File: src/rtl/mem_port_arbiter_if.sv
// Bus bundle between the two requesters, the arbiter and the shared memory.
// The slave modport is the arbiter's view; master is the surrounding system
// (CPU ports plus memory model).
interface mem_port_arbiter_if #(
    parameter int AW = 32,
    parameter int DW = 32
);
    // Port 0: data load/store
    logic          m0_req;
    logic          m0_we;
    logic [AW-1:0] m0_addr;
    logic [DW-1:0] m0_wdata;
    logic          m0_ack;
    logic [DW-1:0] m0_rdata;
    logic          m0_err;
    // Port 1: instruction fetch / loader
    logic          m1_req;
    logic          m1_we;
    logic [AW-1:0] m1_addr;
    logic [DW-1:0] m1_wdata;
    logic          m1_ack;
    logic [DW-1:0] m1_rdata;
    logic          m1_err;
    // Memory side
    logic          mem_req;
    logic          mem_we;
    logic [AW-1:0] mem_addr;
    logic [DW-1:0] mem_wdata;
    logic          mem_ready;
    logic [DW-1:0] mem_rdata;

    modport slave (
        input  m0_req, m0_we, m0_addr, m0_wdata,
        output m0_ack, m0_rdata, m0_err,
        input  m1_req, m1_we, m1_addr, m1_wdata,
        output m1_ack, m1_rdata, m1_err,
        output mem_req, mem_we, mem_addr, mem_wdata,
        input  mem_ready, mem_rdata
    );

    modport master (
        output m0_req, m0_we, m0_addr, m0_wdata,
        input  m0_ack, m0_rdata, m0_err,
        output m1_req, m1_we, m1_addr, m1_wdata,
        input  m1_ack, m1_rdata, m1_err,
        input  mem_req, mem_we, mem_addr, mem_wdata,
        output mem_ready, mem_rdata
    );
endinterface

File: src/rtl/mem_port_arbiter.sv
// Two-port arbiter in front of a single-port memory. One transaction at a
// time walks IDLE -> BUSY -> RESP; the winner is picked round-robin or with
// fixed port-0 priority, and a stuck memory is cut off after TIMEOUT cycles
// with an error completion. Every output comes straight from a flop.
module mem_port_arbiter #(
    parameter int AW          = 32,
    parameter int DW          = 32,
    parameter int ROUND_ROBIN = 1,
    parameter int TIMEOUT     = 16
) (
    input  logic             clk,
    input  logic             rst,
    mem_port_arbiter_if.slave bus
);

    typedef enum logic [1:0] {
        S_IDLE,
        S_BUSY,
        S_RESP
    } state_e;

    // Wide enough to hold TIMEOUT-1; unused width is harmless when TIMEOUT=0.
    localparam int CW = (TIMEOUT > 2) ? $clog2(TIMEOUT) : 1;

    state_e                state_q,      state_d;
    logic                  last_grant_q, last_grant_d;
    logic                  winner_q,     winner_d;
    logic [CW-1:0]         cnt_q,        cnt_d;
    logic                  mem_req_q,    mem_req_d;
    logic                  mem_we_q,     mem_we_d;
    logic [AW-1:0]         mem_addr_q,   mem_addr_d;
    logic [DW-1:0]         mem_wdata_q,  mem_wdata_d;
    logic [1:0]            ack_q,        ack_d;
    logic [1:0]            err_q,        err_d;
    logic [1:0][DW-1:0]    rdata_q,      rdata_d;

    logic grant;
    logic timeout_hit;

    // Winner of a new transaction: a lone requester wins; on contention either
    // alternate away from the last grant or let port 0 win outright.
    always_comb begin
        if (bus.m0_req && bus.m1_req) begin
            grant = (ROUND_ROBIN != 0) ? ~last_grant_q : 1'b0;
        end else begin
            grant = bus.m1_req;
        end
    end

    assign timeout_hit = (TIMEOUT != 0) && (cnt_q == CW'(TIMEOUT - 1));

    // Next-state and output-register logic for the transaction FSM.
    always_comb begin
        // NOTE: every signal gets its hold value first so no path through the case leaves one unassigned (no latches).
        state_d      = state_q;
        last_grant_d = last_grant_q;
        winner_d     = winner_q;
        cnt_d        = cnt_q;
        mem_req_d    = mem_req_q;
        mem_we_d     = mem_we_q;
        mem_addr_d   = mem_addr_q;
        mem_wdata_d  = mem_wdata_q;
        ack_d        = '0;
        err_d        = err_q;
        rdata_d      = rdata_q;

        unique case (state_q)
            S_IDLE: begin
                if (bus.m0_req || bus.m1_req) begin
                    state_d      = S_BUSY;
                    winner_d     = grant;
                    last_grant_d = grant;
                    cnt_d        = '0;
                    mem_req_d    = 1'b1;
                    mem_we_d     = grant ? bus.m1_we    : bus.m0_we;
                    mem_addr_d   = grant ? bus.m1_addr  : bus.m0_addr;
                    mem_wdata_d  = grant ? bus.m1_wdata : bus.m0_wdata;
                end
            end
            S_BUSY: begin
                cnt_d = cnt_q + CW'(1);
                // A ready memory beats a simultaneous timeout.
                if (bus.mem_ready || timeout_hit) begin
                    state_d           = S_RESP;
                    mem_req_d         = 1'b0;
                    ack_d[winner_q]   = 1'b1;
                    rdata_d[winner_q] = bus.mem_ready ? bus.mem_rdata : '0;
                    err_d[winner_q]   = ~bus.mem_ready;
                end
            end
            S_RESP: begin
                state_d = S_IDLE;
            end
            default: begin
                state_d = S_IDLE;
            end
        endcase
    end

    // State and output registers; reset abandons any transaction in flight.
    always_ff @(posedge clk or negedge rst) begin
        // NOTE: all state is cleared on reset -- there is no storage array here that could be left unreset.
        if (!rst) begin
            state_q      <= S_IDLE;
            last_grant_q <= 1'b1;
            winner_q     <= 1'b0;
            cnt_q        <= '0;
            mem_req_q    <= 1'b0;
            mem_we_q     <= 1'b0;
            mem_addr_q   <= '0;
            mem_wdata_q  <= '0;
            ack_q        <= '0;
            err_q        <= '0;
            rdata_q      <= '0;
        end else begin
            // NOTE: non-blocking assignments so every flop samples the pre-edge values.
            state_q      <= state_d;
            last_grant_q <= last_grant_d;
            winner_q     <= winner_d;
            cnt_q        <= cnt_d;
            mem_req_q    <= mem_req_d;
            mem_we_q     <= mem_we_d;
            mem_addr_q   <= mem_addr_d;
            mem_wdata_q  <= mem_wdata_d;
            ack_q        <= ack_d;
            err_q        <= err_d;
            rdata_q      <= rdata_d;
        end
    end

    assign bus.mem_req   = mem_req_q;
    assign bus.mem_we    = mem_we_q;
    assign bus.mem_addr  = mem_addr_q;
    assign bus.mem_wdata = mem_wdata_q;
    assign bus.m0_ack    = ack_q[0];
    assign bus.m1_ack    = ack_q[1];
    assign bus.m0_err    = err_q[0];
    assign bus.m1_err    = err_q[1];
    assign bus.m0_rdata  = rdata_q[0];
    assign bus.m1_rdata  = rdata_q[1];

endmodule
File: src/flat_wrapper.sv
// flat-port wrapper written by rule: the top's interface ports become plain ports
module mem_port_arbiter_flat 
#(
    parameter int AW          = 32,
    parameter int DW          = 32,
    parameter int ROUND_ROBIN = 1,
    parameter int TIMEOUT     = 16
)
  (clk, rst, bus_m0_req, bus_m0_we, bus_m0_addr, bus_m0_wdata, bus_m0_ack, bus_m0_rdata, bus_m0_err, bus_m1_req, bus_m1_we, bus_m1_addr, bus_m1_wdata, bus_m1_ack, bus_m1_rdata, bus_m1_err, bus_mem_req, bus_mem_we, bus_mem_addr, bus_mem_wdata, bus_mem_ready, bus_mem_rdata);
  mem_port_arbiter_if #(.AW(AW), .DW(DW)) bus_i ();
  input  logic clk;
  input  logic rst;
  input wire logic [$bits(bus_i.m0_req)-1:0] bus_m0_req;
  input wire logic [$bits(bus_i.m0_we)-1:0] bus_m0_we;
  input wire logic [$bits(bus_i.m0_addr)-1:0] bus_m0_addr;
  input wire logic [$bits(bus_i.m0_wdata)-1:0] bus_m0_wdata;
  output wire logic [$bits(bus_i.m0_ack)-1:0] bus_m0_ack;
  output wire logic [$bits(bus_i.m0_rdata)-1:0] bus_m0_rdata;
  output wire logic [$bits(bus_i.m0_err)-1:0] bus_m0_err;
  input wire logic [$bits(bus_i.m1_req)-1:0] bus_m1_req;
  input wire logic [$bits(bus_i.m1_we)-1:0] bus_m1_we;
  input wire logic [$bits(bus_i.m1_addr)-1:0] bus_m1_addr;
  input wire logic [$bits(bus_i.m1_wdata)-1:0] bus_m1_wdata;
  output wire logic [$bits(bus_i.m1_ack)-1:0] bus_m1_ack;
  output wire logic [$bits(bus_i.m1_rdata)-1:0] bus_m1_rdata;
  output wire logic [$bits(bus_i.m1_err)-1:0] bus_m1_err;
  output wire logic [$bits(bus_i.mem_req)-1:0] bus_mem_req;
  output wire logic [$bits(bus_i.mem_we)-1:0] bus_mem_we;
  output wire logic [$bits(bus_i.mem_addr)-1:0] bus_mem_addr;
  output wire logic [$bits(bus_i.mem_wdata)-1:0] bus_mem_wdata;
  input wire logic [$bits(bus_i.mem_ready)-1:0] bus_mem_ready;
  input wire logic [$bits(bus_i.mem_rdata)-1:0] bus_mem_rdata;
  assign bus_i.m0_req = bus_m0_req;
  assign bus_i.m0_we = bus_m0_we;
  assign bus_i.m0_addr = bus_m0_addr;
  assign bus_i.m0_wdata = bus_m0_wdata;
  assign bus_m0_ack = bus_i.m0_ack;
  assign bus_m0_rdata = bus_i.m0_rdata;
  assign bus_m0_err = bus_i.m0_err;
  assign bus_i.m1_req = bus_m1_req;
  assign bus_i.m1_we = bus_m1_we;
  assign bus_i.m1_addr = bus_m1_addr;
  assign bus_i.m1_wdata = bus_m1_wdata;
  assign bus_m1_ack = bus_i.m1_ack;
  assign bus_m1_rdata = bus_i.m1_rdata;
  assign bus_m1_err = bus_i.m1_err;
  assign bus_mem_req = bus_i.mem_req;
  assign bus_mem_we = bus_i.mem_we;
  assign bus_mem_addr = bus_i.mem_addr;
  assign bus_mem_wdata = bus_i.mem_wdata;
  assign bus_i.mem_ready = bus_mem_ready;
  assign bus_i.mem_rdata = bus_mem_rdata;
  mem_port_arbiter #(.AW(AW), .DW(DW), .ROUND_ROBIN(ROUND_ROBIN), .TIMEOUT(TIMEOUT)) u_core (.clk(clk), .rst(rst), .bus(bus_i));
endmodule
File: config.mk
export PLATFORM = sky130hd
export DESIGN_NAME = mem_port_arbiter_flat
export DESIGN_NICKNAME = d
export VERILOG_FILES = /design/src/rtl/mem_port_arbiter_if.sv /design/src/rtl/mem_port_arbiter.sv /design/src/flat_wrapper.sv
export SDC_FILE = /design/constraint.sdc
export NUM_CORES = 1
export LEC_CHECK = 0
export CAP_MARGIN = 20
export CORE_AREA = 2 2 117 119
export DETAILED_ROUTE_END_ITERATION = 6
export DIE_AREA = 0 0 119 121
export DONT_BUFFER_PORTS = 1
export GPL_ROUTABILITY_DRIVEN = 1
export PLACE_DENSITY = 0.73
export REMOVE_ABC_BUFFERS = 1
export SLEW_MARGIN = 20
export SYNTH_ARGS = -nofsm -noshare
export SYNTH_HDL_FRONTEND = slang
export SYNTH_SLANG_ARGS = --single-unit
File: constraint.sdc
create_clock -name clk -period 1.85 [get_ports clk]
set_input_delay 0.37 -clock clk [delete_from_list [all_inputs] [get_ports clk]]
set_output_delay 0.37 -clock clk [all_outputs]
set_load 0.02 [all_outputs]
==> summary.txt <==
Yosys
  • Syn Area/Cell: 15.5 um^2
  • Netlist Area Pre-Place: 6410 um^2
  • Post-synth EDFFs: 0
  • Dominant synthesized flop cell: dfrtp_1
  • Top cells by area, synth: dfrtp_1 55%, mux2_4 18%, a32o_1 10%, mux2_2 9.1%, buf_2 1.2%
  • Area leader, netlist: dfrtp_1
  • Syn Inst Count: 415
  • Synth Warn #: 0
  • Top-count cell post-synth: dfrtp_1
  • Seq/Total Area, Yosys: 55.4%
  • Synth top cells by count: 141 x dfrtp_1, 78 x mux2_4, 64 x a32o_1, 52 x mux2_2, 16 x buf_2
  • Netlist cell types: 31
  • Post-synth top area share: 55.0%
  • Yosys reg bits: 142
  • Post-synth ARST share: 100%

Clocking
  • H-Tree Depth: 4
  • TritonCTS Sinks: 142
  • Number of setup buffers added after CTS: 0
  • Worst-skew pair later-pin latency: 0.42 ns
  • Clk slew on worst S/H paths: 0.06 ns
  • TritonCTS clock tree: yes
  • Cts repair resizes: 0
  • Max clock buf depth: 2
  • Root Driver: clkbuf_16
  • Inserted Clock Buffers: 17

Run status
  • Failing checks: negative hold slack
  • Status: complete, but fails checks

Power
  • LEAKAGE: 3.25 nW
  • Maximum vdd drop: 0.995 mV
  • Switching pwr: 5.71 mW
  • Flop pwr share: 50.8%
  • Gate power share: 25.7%
  • Cell internal pwr: 9.21 mW
  • P per Cell Area: 2050 nW/um^2
  • Clock power frac: 23.6%
  • Sw Ratio: 38.3%

Floorplanning
  • Die X: 119 um
  • Initial core utilization: 49.0%
  • Ports: 301
  • Std-Cell Rows: 42
  • Core ar.: 13100 um^2
  • Die H: 121 um
  • Die ar.: 14400 um^2

Route
  • Via count: 3795
  • Antenna viol nets, final: 0
  • Pre-Repair DR Iteration Count: 5
  • First DRT Iteration DRCs: 277
  • Routed Wire Length: 15.3 mm
  • DRC Markers: 0
  • Vias per inst: 6.34
  • WL/cell: 25.5 um

STA
  • Fin crit period: 1.72 ns
  • Count of final hold-check violations: 142
  • RSZ-0062 raised after global routing: false
  • Slew @ Worst Pin: 0.359 ns
  • Final WS setup: 0.129 ns
  • WHS: -0.353 ns
  • Final setup fails: 0
  • Worst rel slew slack: 76.1%
  • Pins Over Slew Limit: 0
  • Fin Clk Skew: 0.00606 ns
  • Max frequency: 581 MHz
  • Period utilization: 93.0%

Global route
  • GRT overflow: 0
  • GRT met1 Usage: 24.6%
  • First-pass GRT wire length: 23.2 mm
  • Largest net degree at the start of global routing: 143
  • Tot GR Track Use: 21.1%
  • Most Crowded Layer GR: met2
  • Met3 Usage GRT: 8.36%
  • M2 GR Usage: 34.5%
  • Vias in the first global route: 3940
  • Antenna violations before repair: 0

Worst setup path
  • Worst Path Required: 2.14 ns
  • Worst setup EP type: flop
  • Setup crit start kind: flop
  • Arrival @ worst endpoint: 2.02 ns
  • Critical path class: flop to flop
  • Reg2reg setup slack: 0.13 ns
  • Critical Path Fanout Max: 28

Finish
  • Synthesis-to-finish area growth: 13.3%
  • Multi-input logic area: 2660 um^2
  • Share of layout cells above drive strength 1: 42.6%
  • Filler Cells Inserted: 1053
  • Layout Nets: 579
  • Antenna diodes: 0
  • Seq. cell area: 3550 um^2

Place
  • Dpl ws: 0.143 ns
  • Port Buf Inserts: 0
  • Placer congestion estimate: 0.829
  • HPWL Detailed: 10.8 mm

Hold path
  • Hold Crit Class: primary input to async pin

Run
  • Max_cap viols: 0
[through the flow]
step | instance area, um^2 | setup TNS [ns] | power (mW) | util, % | instances
floorplan | 6210 | -226.40 | 10.1 | - | 378
finish | 7270 | 0 | 14.9 | 55.5 | 599
global placement | 6650 | 0 | 11.3 | 50.8 | 568
detailed placement | 6650 | 0 | 11.5 | 50.8 | 568
CTS | 7270 | 0 | 15.0 | 55.5 | 599
global route | 7270 | 0 | 15.6 | 55.5 | 599
[power by group through the flow]
stage	clock network, mW	registers, mW	logic (mW)
3_5_place_dp	0	7.65	3.83
2_1_floorplan	0	7.14	2.96
4_1_cts	3.57	7.60	3.86
3_3_place_gp	0	7.58	3.68
6_report	3.52	7.57	3.83
5_1_grt	3.69	7.73	4.14
[layout make-up]
class	count	share of cell area [%]
clock inverters	10	1.88
repair buffers	14	2.82
flip-flops and latches	142	48.9
inverters	4	0.207
clock buffers	21	6.61
multi-input cells	232	36.5
well taps	176	3.03
[critical path, cell delays in order, from the launching register on]
cell     delay [ns]
dfstp_2        0.55
a21bo_4        0.18
buf_12         0.23
mux2_2         0.36
mux2_2         0.27
[final timing paths]
| kind | from | endpoint | cells after the start |
|---|---|---|---|
| setup / recovery | u_core.last_grant_q | u_core.bus.mem_wdata[31] | 4 |
| hold / removal | rst | u_core.bus.m0_rdata[0] | 0 |
| setup reg to reg | u_core.last_grant_q | u_core.bus.mem_wdata[31] | 4 |
| hold reg to reg | u_core.cnt_q[0] | u_core.cnt_q[0] | 1 |
| max in group asynchronous | rst | u_core.last_grant_q | 0 |
| min in group clk | bus_m0_req | u_core.last_grant_q | 1 |
[layout by cell type, fill, tap and decap left out, drive strengths merged]
cell      count
nand3         1
nor2b         1
and3b         1
a31oi         4
clkinv        4
buf          14
nor3          2
o21a          1
dfstp         1
and3          2
a32o         64
nor3b         1
a21oi         6
clkinvlp      3
inv           4
mux2i         1
nand2         5
nand2b        1
a21bo         1
bufinv        3
nor2          3
mux2        130
o21ai         4
dfrtp       141
ha            1
a31o          1
clkbuf       21
a311o         1
o32ai         1
[cells by family after synthesis]
family | after synthesis | synth area share, %
simple gates | 17 | 1.50
fa+ha+maj | 1 | 0.195
mux | 131 | 27.5
flops | 142 | 55.4
compound gates | 83 | 11.9
buf+inv | 41 | 3.47
[metal layers]
metal	wire length, um	vias up
li1	-	1586
met1	5670	1960
met2	7820	209
met3	1310	40
met4	458	0
met5	0	-
[registers in the layout, summed over array words and instances (netlist names)]
name,flops
u_core.err_q,2
u_core.winner_q,1
u_core.ack_q,2
u_core.bus.mem_req,1
u_core.cnt_q,4
u_core.bus.m1_rdata,32
u_core.last_grant_q,1
u_core.bus.mem_wdata,32
u_core.bus.mem_we,1
u_core.bus.mem_addr,32
u_core.state_q,2
u_core.bus.m0_rdata,32
(Power assumes the default switching activity.)
